<file path="src/rtl/channel_snapshot_fetch_if.sv">
// ----------------------------------------------------------------------------
// channel_snapshot_fetch_if
// Bundles every non-clock signal of channel_snapshot_fetch.
//
// SPI side : load_cnt_ser (one-hot channel strobe), select_reg (byte index),
//            read_data (registered snapshot byte back to the SPI block).
// Channel  : ch_req / ch_sel / ch_ack / ch_data request/acknowledge handshake.
// Status   : snap_valid, cur_ch, timeout_err, onehot_err.
//
// Handshake: ch_req is a registered level held high while a fetch from channel
// ch_sel is outstanding. The channel answers with a single-cycle ch_ack pulse,
// and ch_data is valid in that same cycle. An ack seen while ch_req is low is
// ignored. ch_req falls on the cycle after the ack, on timeout, or for one
// cycle when the fetch is retargeted to a new channel.
//
// Modports: slave = the fetch block, master = its environment (SPI block and
// channels, or a testbench).
// ----------------------------------------------------------------------------
interface channel_snapshot_fetch_if #(
    parameter int N_CH  = 8,
    parameter int BYTES = 7
);
    localparam int CH_W = $clog2(N_CH);

    logic [N_CH-1:0]      load_cnt_ser;
    logic [2:0]           select_reg;
    logic                 ch_req;
    logic [CH_W-1:0]      ch_sel;
    logic                 ch_ack;
    logic [8*BYTES-1:0]   ch_data;
    logic [7:0]           read_data;
    logic                 snap_valid;
    logic [CH_W-1:0]      cur_ch;
    logic                 timeout_err;
    logic                 onehot_err;

    modport slave (
        input  load_cnt_ser, select_reg, ch_ack, ch_data,
        output ch_req, ch_sel, read_data, snap_valid, cur_ch,
               timeout_err, onehot_err
    );

    modport master (
        output load_cnt_ser, select_reg, ch_ack, ch_data,
        input  ch_req, ch_sel, read_data, snap_valid, cur_ch,
               timeout_err, onehot_err
    );
endinterface

</file>
<file path="src/rtl/channel_snapshot_fetch.sv">
// ----------------------------------------------------------------------------
// channel_snapshot_fetch
// Watches the SPI block's one-hot channel strobe. When a new channel is
// selected it fetches that channel's 56-bit counter snapshot over a req/ack
// handshake, then serves the snapshot bytes back on read_data, indexed by
// select_reg.
//
// Ports:
//   sclk      - sole clock, rising edge
//   rstn      - asynchronous active-low reset
//   bus       - channel_snapshot_fetch_if.slave (SPI side, channel handshake,
//               status flags)
//   fsm_state - debug view of the FSM: 0 = IDLE, 1 = REQ
// ----------------------------------------------------------------------------
module channel_snapshot_fetch #(
    parameter int N_CH           = 8,
    parameter int BYTES          = 7,
    parameter int TIMEOUT_CYCLES = 16
) (
    input  logic                          sclk,
    input  logic                          rstn,
    channel_snapshot_fetch_if.slave       bus,
    output logic                          fsm_state
);
    localparam int CH_W  = $clog2(N_CH);
    localparam int CNT_W = $clog2(TIMEOUT_CYCLES + 1);
    localparam logic [N_CH-1:0]  LOAD_ONE = {{(N_CH-1){1'b0}}, 1'b1};
    localparam logic [CNT_W-1:0] CNT_LAST = CNT_W'(TIMEOUT_CYCLES - 1);

    typedef enum logic {
        IDLE = 1'b0,
        REQ  = 1'b1
    } state_t;

    state_t               state_q, state_d;
    logic [N_CH-1:0]      prev_load_q;
    logic [CNT_W-1:0]     cnt_q, cnt_d;
    logic                 restart_q, restart_d;
    logic                 ch_req_q, ch_req_d;
    logic [CH_W-1:0]      ch_sel_q, ch_sel_d;
    logic [8*BYTES-1:0]   snap_q, snap_d;
    logic                 snap_valid_q, snap_valid_d;
    logic [CH_W-1:0]      cur_ch_q, cur_ch_d;
    logic                 timeout_err_q, timeout_err_d;
    logic                 onehot_err_q, onehot_err_d;
    logic [7:0]           read_data_q, read_data_d;

    logic                 load_nonzero;
    logic                 load_onehot;
    logic                 load_multi;
    logic                 load_event;
    logic [CH_W-1:0]      load_idx;

    // ------------------------------------------------------------------
    // Load detection. x & (x-1) clears the lowest set bit, so it is zero
    // exactly when at most one bit is set.
    // ------------------------------------------------------------------
    assign load_nonzero = (bus.load_cnt_ser != '0);
    assign load_onehot  = load_nonzero &&
                          ((bus.load_cnt_ser & (bus.load_cnt_ser - LOAD_ONE)) == '0);
    assign load_multi   = load_nonzero && !load_onehot;
    assign load_event   = load_onehot && (bus.load_cnt_ser != prev_load_q);

    always_comb begin
        load_idx = '0;
        for (int i = 0; i < N_CH; i++) begin
            if (bus.load_cnt_ser[i]) begin
                load_idx = CH_W'(i);
            end
        end
    end

    // ------------------------------------------------------------------
    // FSM next-state and registered-output logic.
    // restart_q marks the single cycle after a retarget in which ch_req is
    // held low; the new request is raised at the end of that cycle and the
    // timeout count only starts once the request is visible again.
    // ------------------------------------------------------------------
    always_comb begin
        state_d       = state_q;
        cnt_d         = cnt_q;
        restart_d     = restart_q;
        ch_req_d      = ch_req_q;
        ch_sel_d      = ch_sel_q;
        snap_d        = snap_q;
        snap_valid_d  = snap_valid_q;
        cur_ch_d      = cur_ch_q;
        timeout_err_d = timeout_err_q;
        onehot_err_d  = onehot_err_q | load_multi;

        unique case (state_q)
            IDLE: begin
                if (load_event) begin
                    state_d      = REQ;
                    ch_req_d     = 1'b1;
                    ch_sel_d     = load_idx;
                    snap_valid_d = 1'b0;
                    cnt_d        = '0;
                    restart_d    = 1'b0;
                end
            end
            REQ: begin
                if (load_event) begin
                    // Retarget: any ack in this cycle belongs to the
                    // abandoned fetch and is discarded.
                    ch_req_d     = 1'b0;
                    ch_sel_d     = load_idx;
                    snap_valid_d = 1'b0;
                    cnt_d        = '0;
                    restart_d    = 1'b1;
                end else if (restart_q) begin
                    ch_req_d  = 1'b1;
                    restart_d = 1'b0;
                end else if (bus.ch_ack) begin
                    snap_d        = bus.ch_data;
                    cur_ch_d      = ch_sel_q;
                    snap_valid_d  = 1'b1;
                    timeout_err_d = 1'b0;
                    ch_req_d      = 1'b0;
                    state_d       = IDLE;
                end else if (cnt_q == CNT_LAST) begin
                    ch_req_d      = 1'b0;
                    timeout_err_d = 1'b1;
                    snap_d        = '0;
                    snap_valid_d  = 1'b0;
                    state_d       = IDLE;
                end else begin
                    cnt_d = cnt_q + CNT_W'(1);
                end
            end
            default: begin
                state_d = IDLE;
            end
        endcase
    end

    // ------------------------------------------------------------------
    // Read path: byte b of the snapshot is bits [8b+7:8b]; indices past the
    // last byte and an invalid snapshot both read as zero.
    // ------------------------------------------------------------------
    always_comb begin
        read_data_d = 8'h00;
        if (snap_valid_q) begin
            for (int b = 0; b < BYTES; b++) begin
                if (int'(bus.select_reg) == b) begin
                    read_data_d = snap_q[8*b +: 8];
                end
            end
        end
    end

    // ------------------------------------------------------------------
    // State registers
    // ------------------------------------------------------------------
    always_ff @(posedge sclk or negedge rstn) begin
        if (!rstn) begin
            state_q       <= IDLE;
            prev_load_q   <= '0;
            cnt_q         <= '0;
            restart_q     <= 1'b0;
            ch_req_q      <= 1'b0;
            ch_sel_q      <= '0;
            snap_q        <= '0;
            snap_valid_q  <= 1'b0;
            cur_ch_q      <= '0;
            timeout_err_q <= 1'b0;
            onehot_err_q  <= 1'b0;
            read_data_q   <= 8'h00;
        end else begin
            state_q       <= state_d;
            prev_load_q   <= bus.load_cnt_ser;
            cnt_q         <= cnt_d;
            restart_q     <= restart_d;
            ch_req_q      <= ch_req_d;
            ch_sel_q      <= ch_sel_d;
            snap_q        <= snap_d;
            snap_valid_q  <= snap_valid_d;
            cur_ch_q      <= cur_ch_d;
            timeout_err_q <= timeout_err_d;
            onehot_err_q  <= onehot_err_d;
            read_data_q   <= read_data_d;
        end
    end

    assign bus.ch_req      = ch_req_q;
    assign bus.ch_sel      = ch_sel_q;
    assign bus.read_data   = read_data_q;
    assign bus.snap_valid  = snap_valid_q;
    assign bus.cur_ch      = cur_ch_q;
    assign bus.timeout_err = timeout_err_q;
    assign bus.onehot_err  = onehot_err_q;
    assign fsm_state       = state_q;
endmodule

</file>
<file path="src/flat_wrapper.sv">
// flat-port wrapper written by rule: the top's interface ports become plain ports
module channel_snapshot_fetch_flat 
#(
    parameter int N_CH           = 8,
    parameter int BYTES          = 7,
    parameter int TIMEOUT_CYCLES = 16
)
  (sclk, rstn, fsm_state, bus_load_cnt_ser, bus_select_reg, bus_ch_ack, bus_ch_data, bus_ch_req, bus_ch_sel, bus_read_data, bus_snap_valid, bus_cur_ch, bus_timeout_err, bus_onehot_err);
  channel_snapshot_fetch_if #(.N_CH(N_CH), .BYTES(BYTES)) bus_i ();
  input  logic sclk;
  input  logic rstn;
  output logic fsm_state;
  input wire logic [$bits(bus_i.load_cnt_ser)-1:0] bus_load_cnt_ser;
  input wire logic [$bits(bus_i.select_reg)-1:0] bus_select_reg;
  input wire logic [$bits(bus_i.ch_ack)-1:0] bus_ch_ack;
  input wire logic [$bits(bus_i.ch_data)-1:0] bus_ch_data;
  output wire logic [$bits(bus_i.ch_req)-1:0] bus_ch_req;
  output wire logic [$bits(bus_i.ch_sel)-1:0] bus_ch_sel;
  output wire logic [$bits(bus_i.read_data)-1:0] bus_read_data;
  output wire logic [$bits(bus_i.snap_valid)-1:0] bus_snap_valid;
  output wire logic [$bits(bus_i.cur_ch)-1:0] bus_cur_ch;
  output wire logic [$bits(bus_i.timeout_err)-1:0] bus_timeout_err;
  output wire logic [$bits(bus_i.onehot_err)-1:0] bus_onehot_err;
  assign bus_i.load_cnt_ser = bus_load_cnt_ser;
  assign bus_i.select_reg = bus_select_reg;
  assign bus_i.ch_ack = bus_ch_ack;
  assign bus_i.ch_data = bus_ch_data;
  assign bus_ch_req = bus_i.ch_req;
  assign bus_ch_sel = bus_i.ch_sel;
  assign bus_read_data = bus_i.read_data;
  assign bus_snap_valid = bus_i.snap_valid;
  assign bus_cur_ch = bus_i.cur_ch;
  assign bus_timeout_err = bus_i.timeout_err;
  assign bus_onehot_err = bus_i.onehot_err;
  channel_snapshot_fetch #(.N_CH(N_CH), .BYTES(BYTES), .TIMEOUT_CYCLES(TIMEOUT_CYCLES)) u_core (.sclk(sclk), .rstn(rstn), .bus(bus_i), .fsm_state(fsm_state));
endmodule
</file>
<file path="config.mk">
export PLATFORM = sky130hd
export DESIGN_NAME = channel_snapshot_fetch_flat
export DESIGN_NICKNAME = d
export VERILOG_FILES = /design/src/rtl/channel_snapshot_fetch_if.sv /design/src/rtl/channel_snapshot_fetch.sv /design/src/flat_wrapper.sv
export SDC_FILE = /design/constraint.sdc
export NUM_CORES = 1
export LEC_CHECK = 0
export ABC_AREA = 1
export BUFFER_PORTS_ARGS = -buffer_cell sky130_fd_sc_hd__buf_2
export CELL_PAD_IN_SITES_DETAIL_PLACEMENT = 0
export CELL_PAD_IN_SITES_GLOBAL_PLACEMENT = 1
export CORE_MARGIN = 2
export CORE_UTILIZATION = 41
export DETAILED_ROUTE_END_ITERATION = 7
export GPL_TIMING_DRIVEN = 0
export HOLD_SLACK_MARGIN = 0.02
export PLACE_DENSITY = 0.8
export SYNTH_ARGS = -nofsm -noshare
export SYNTH_HDL_FRONTEND = slang
export SYNTH_SLANG_ARGS = --single-unit
</file>
<file path="constraint.sdc">
create_clock -name sclk -period 2.5 [get_ports sclk]
set_clock_uncertainty 0.05 [all_clocks]
set_input_delay 0.125 -clock sclk [delete_from_list [all_inputs] [get_ports sclk]]
set_output_delay 0.125 -clock sclk [all_outputs]
set_load 0.01 [all_outputs]
</file>
==> flow_summary.yaml <==
finish:
  nets: 769
  final_util_pct: 57.0
  final_cell_mix: "147 x nand2_1, 96 x buf_2, 89 x dfrtp_1, 65 x dlygate4sd3_1"
  final_common_cell: "nand2_1"
  fill_cells: 999
  num_antenna_cells: 0
  area_growth_pct: 34.7
  drive_above_1_share_pct: 33.2
  fin_cells: 841
setup_path:
  start_kind: "flop"
  path_max_fanout: 6
  worstSetupEndpointType: "flop"
  crit_required_ns: 2.74
  arrival_ns: 2.31
  r2r_start: "u_core.cnt_q[0]"
  crit_start: "u_core.cnt_q[0]"
  crit_type: "reg -> reg"
timing:
  setup_viol: 0
  slew_headroom_pct: 36.7
  worst_slack_ns: 0.427
  period_share_pct: 82.9
  finalSetupTns_ns: 0
  finalHoldViolations: 0
  fin_crit_ns: 2.07
  rsz0062_at_grt: "no"
  slew_violations: 0
  tightest_slew_ns: 0.942
  fmax_ghz: 0.482
floorplan:
  die_y_microns: 110
  die_w_microns: 110
  design.die.area_sq_mm: 0.0122
  ios: 89
  initial_core_util_pct: 42.3
  row_count: 38
  fp.coreArea_sq_mm: 0.0109
clock_tree:
  cts_sinks: 89
  post_cts_buffers: 0
  numCtsBuffers: 9
  cts_tree: "built"
  root_buffer: "clkbuf_16"
  clk_pin_slew_worst_paths_ns: 0.06
  cts-htree-levels: 3
  worst_skew_pair.late_latency_ns: 0.35
  cts_buffer_depth: 2
pwr:
  report.power.total_mw: 4.98
  ir_drop_mv: 0.438
  power_density_mw_per_mm2: 798
  p_leak_nw: 3.11
logic_synthesis:
  ys_types: 35
  synth-xor-area-share_pct: 0.946
  synth_compound_area_share_pct: 15.8
  yosysWarnings: 0
  synth_fa_ha_area_share_pct: 0.540
  synthMuxAreaShare_pct: 0
  synth_top_family_by_area: "simple AND/OR/NAND/NOR gates"
  syn_nets: 604
  syn-mean-instance-area_sq_um: 8.70
  synthSimpleGateAreaFrac_pct: 27.0
  netlist_area_sq_mm: 0.00463
  syn_inst: 532
  synth-seq-cells: 89
  ys_seq_area_share_pct: 48.1
status:
  status: "completed"
route:
  dr.pass1.iters: 4
  vias: 3969
  drtIter0Drc: 241
  avgViaCountPerCell: 4.72
  wl_per_cell_microns: 13.7
  drt_wl_total_mm: 11.6
  drc_errors: 0
  ant_nets: 0
placement:
  place_inst: 761
  port_buffers: 88
  place_ws_ns: 0.432
  dp_hpwl_mm: 8.06
  gp_congestion: 0.847
run:
  cap_violations: 0
global_routing:
  gr-usage-all-layers_pct: 20.5
  grt_pass1_vias: 3888
  grt.overflow.total: 0
  grt_max_degree: 65
  grt_pass1_wl_mm: 18.8
  antenna_found_initial: 0
min_path:
  hp-class: "in -> async"
kinds of logic after synthesis:
| group | count (synthesis) |
|---|---|
| AOI/OAI and AO/OA | 99 |
| adders and majority gates | 2 |
| buffers and inverters | 67 |
| xor gates and xnor gates | 5 |
| DFF | 89 |
| and+or+nand+nor | 270 |
final cells by class:
cell class                      count  area (sq um)  area share, %
Buffer                             24           194           3.11
Clock buffer                       12           246           3.95
Clock inverter                      3          65.1           1.04
Inverter                           43           161           2.59
Multi-Input combinational cell    376          2050           32.8
Sequential cell                    89          2230           35.7
Tap cell                          140           175           2.81
Timing Repair Buffer              154          1120           18.0
routing by layer:
metal,routed length (microns),vias up,share of wire [%],global-route usage [%]
li1,-,2032,-,-
met2,5280,74,46,32.2
met1,5620,1849,49,27.7
met4,186,0,1.6,8.04
met3,479,14,4.1,4.23
met5,0,-,0,0
flip-flops by register name, indices dropped and copies added (netlist names):
register                flops
u_core.snap_q              56
u_core.bus.read_data        8
u_core.prev_load_q          8
u_core.cnt_q                5
u_core.bus.ch_sel           3
u_core.bus.cur_ch           3
u_core.bus.ch_req           1
u_core.bus.onehot_err       1
u_core.bus.snap_valid       1
u_core.bus.timeout_err      1
u_core.fsm_state            1
u_core.restart_q            1
Yosys cell counts:
| library cell | number | area share (%) |
|---|---|---|
| nand2_2 | 50 | 6.8 |
| inv_1 | 41 | 3.3 |
| buf_8 | 1 | 0.32 |
| clkinv_1 | 1 | 0.081 |
| nor3_1 | 5 | 0.54 |
| inv_2 | 1 | 0.081 |
| nor2_4 | 1 | 0.24 |
| dfrtp_1 | 89 | 48 |
| buf_12 | 5 | 2.2 |
| nand2_1 | 147 | 12 |
| o31ai_1 | 1 | 0.16 |
| or2_1 | 1 | 0.14 |
| ha_1 | 2 | 0.54 |
| nand3_1 | 17 | 1.8 |
| a21oi_1 | 3 | 0.32 |
| and3_1 | 1 | 0.14 |
| o21ai_2 | 50 | 9.5 |
| o31ai_2 | 1 | 0.27 |
| nand3b_1 | 1 | 0.16 |
| or2_2 | 7 | 0.95 |
| and2_1 | 1 | 0.14 |
| o21ai_0 | 29 | 3.1 |
| nand3_4 | 2 | 0.76 |
| o311ai_0 | 5 | 0.95 |
| clkbuf_1 | 9 | 0.73 |
| xnor2_1 | 3 | 0.57 |
| o21ai_1 | 3 | 0.32 |
| buf_2 | 9 | 0.97 |
| nor2_2 | 2 | 0.27 |
| nand4_1 | 1 | 0.14 |
| a22oi_1 | 7 | 1.1 |
| nor3_2 | 1 | 0.22 |
| xor2_1 | 2 | 0.38 |
| nor2_1 | 32 | 2.6 |
| nand3_2 | 1 | 0.22 |
stage by stage:
step | cell area [sq um] | hold WS, ns
2_1_floorplan | 4630 | -0.221
3_3_place_gp | 5250 | 0.243
3_5_place_dp | 5280 | 0.0206
4_1_cts | 6240 | 0.188
5_1_grt | 6240 | 0.241
6_report | 6240 | 0.194
critical path: stages, from the launching register on:
cell and delay (ns):
dfrtp_1 0.41, ha_1 0.23, and3_1 0.19, ha_1 0.19, nor2_1 0.22, inv_1 0.16
o31ai_2 0.39, nand2_1 0.11, nand2_1 0.07
what timing repair did:
action	in CTS	in global routing
hold endpoints to repair	89	0
gates resized for setup	0	0
hold buffers	65	0
power by group:
part / internal, mW / total [mW] / switching [mW]
sequential: 1.86 / 2.14 / 0.278
clock: 0.897 / 1.46 / 0.559
combinational: 0.642 / 1.39 / 0.748
total: 3.40 / 4.98 / 1.58
final timing paths:
path	endpoint	slack (ns)	cells past startpoint
min in group sclk	u_core.bus.ch_req	0.29	6
worst min-delay path	u_core.snap_q[16]	0.19	2
worst max-delay path	u_core.cnt_q[2]	0.43	8
worst max register to register	u_core.cnt_q[2]	0.43	8
worst min register to register	u_core.bus.onehot_err	0.41	2
max in group asynchronous	u_core.bus.timeout_err	1.57	3
No activity file was read; power rests on OpenSTA's default activity.
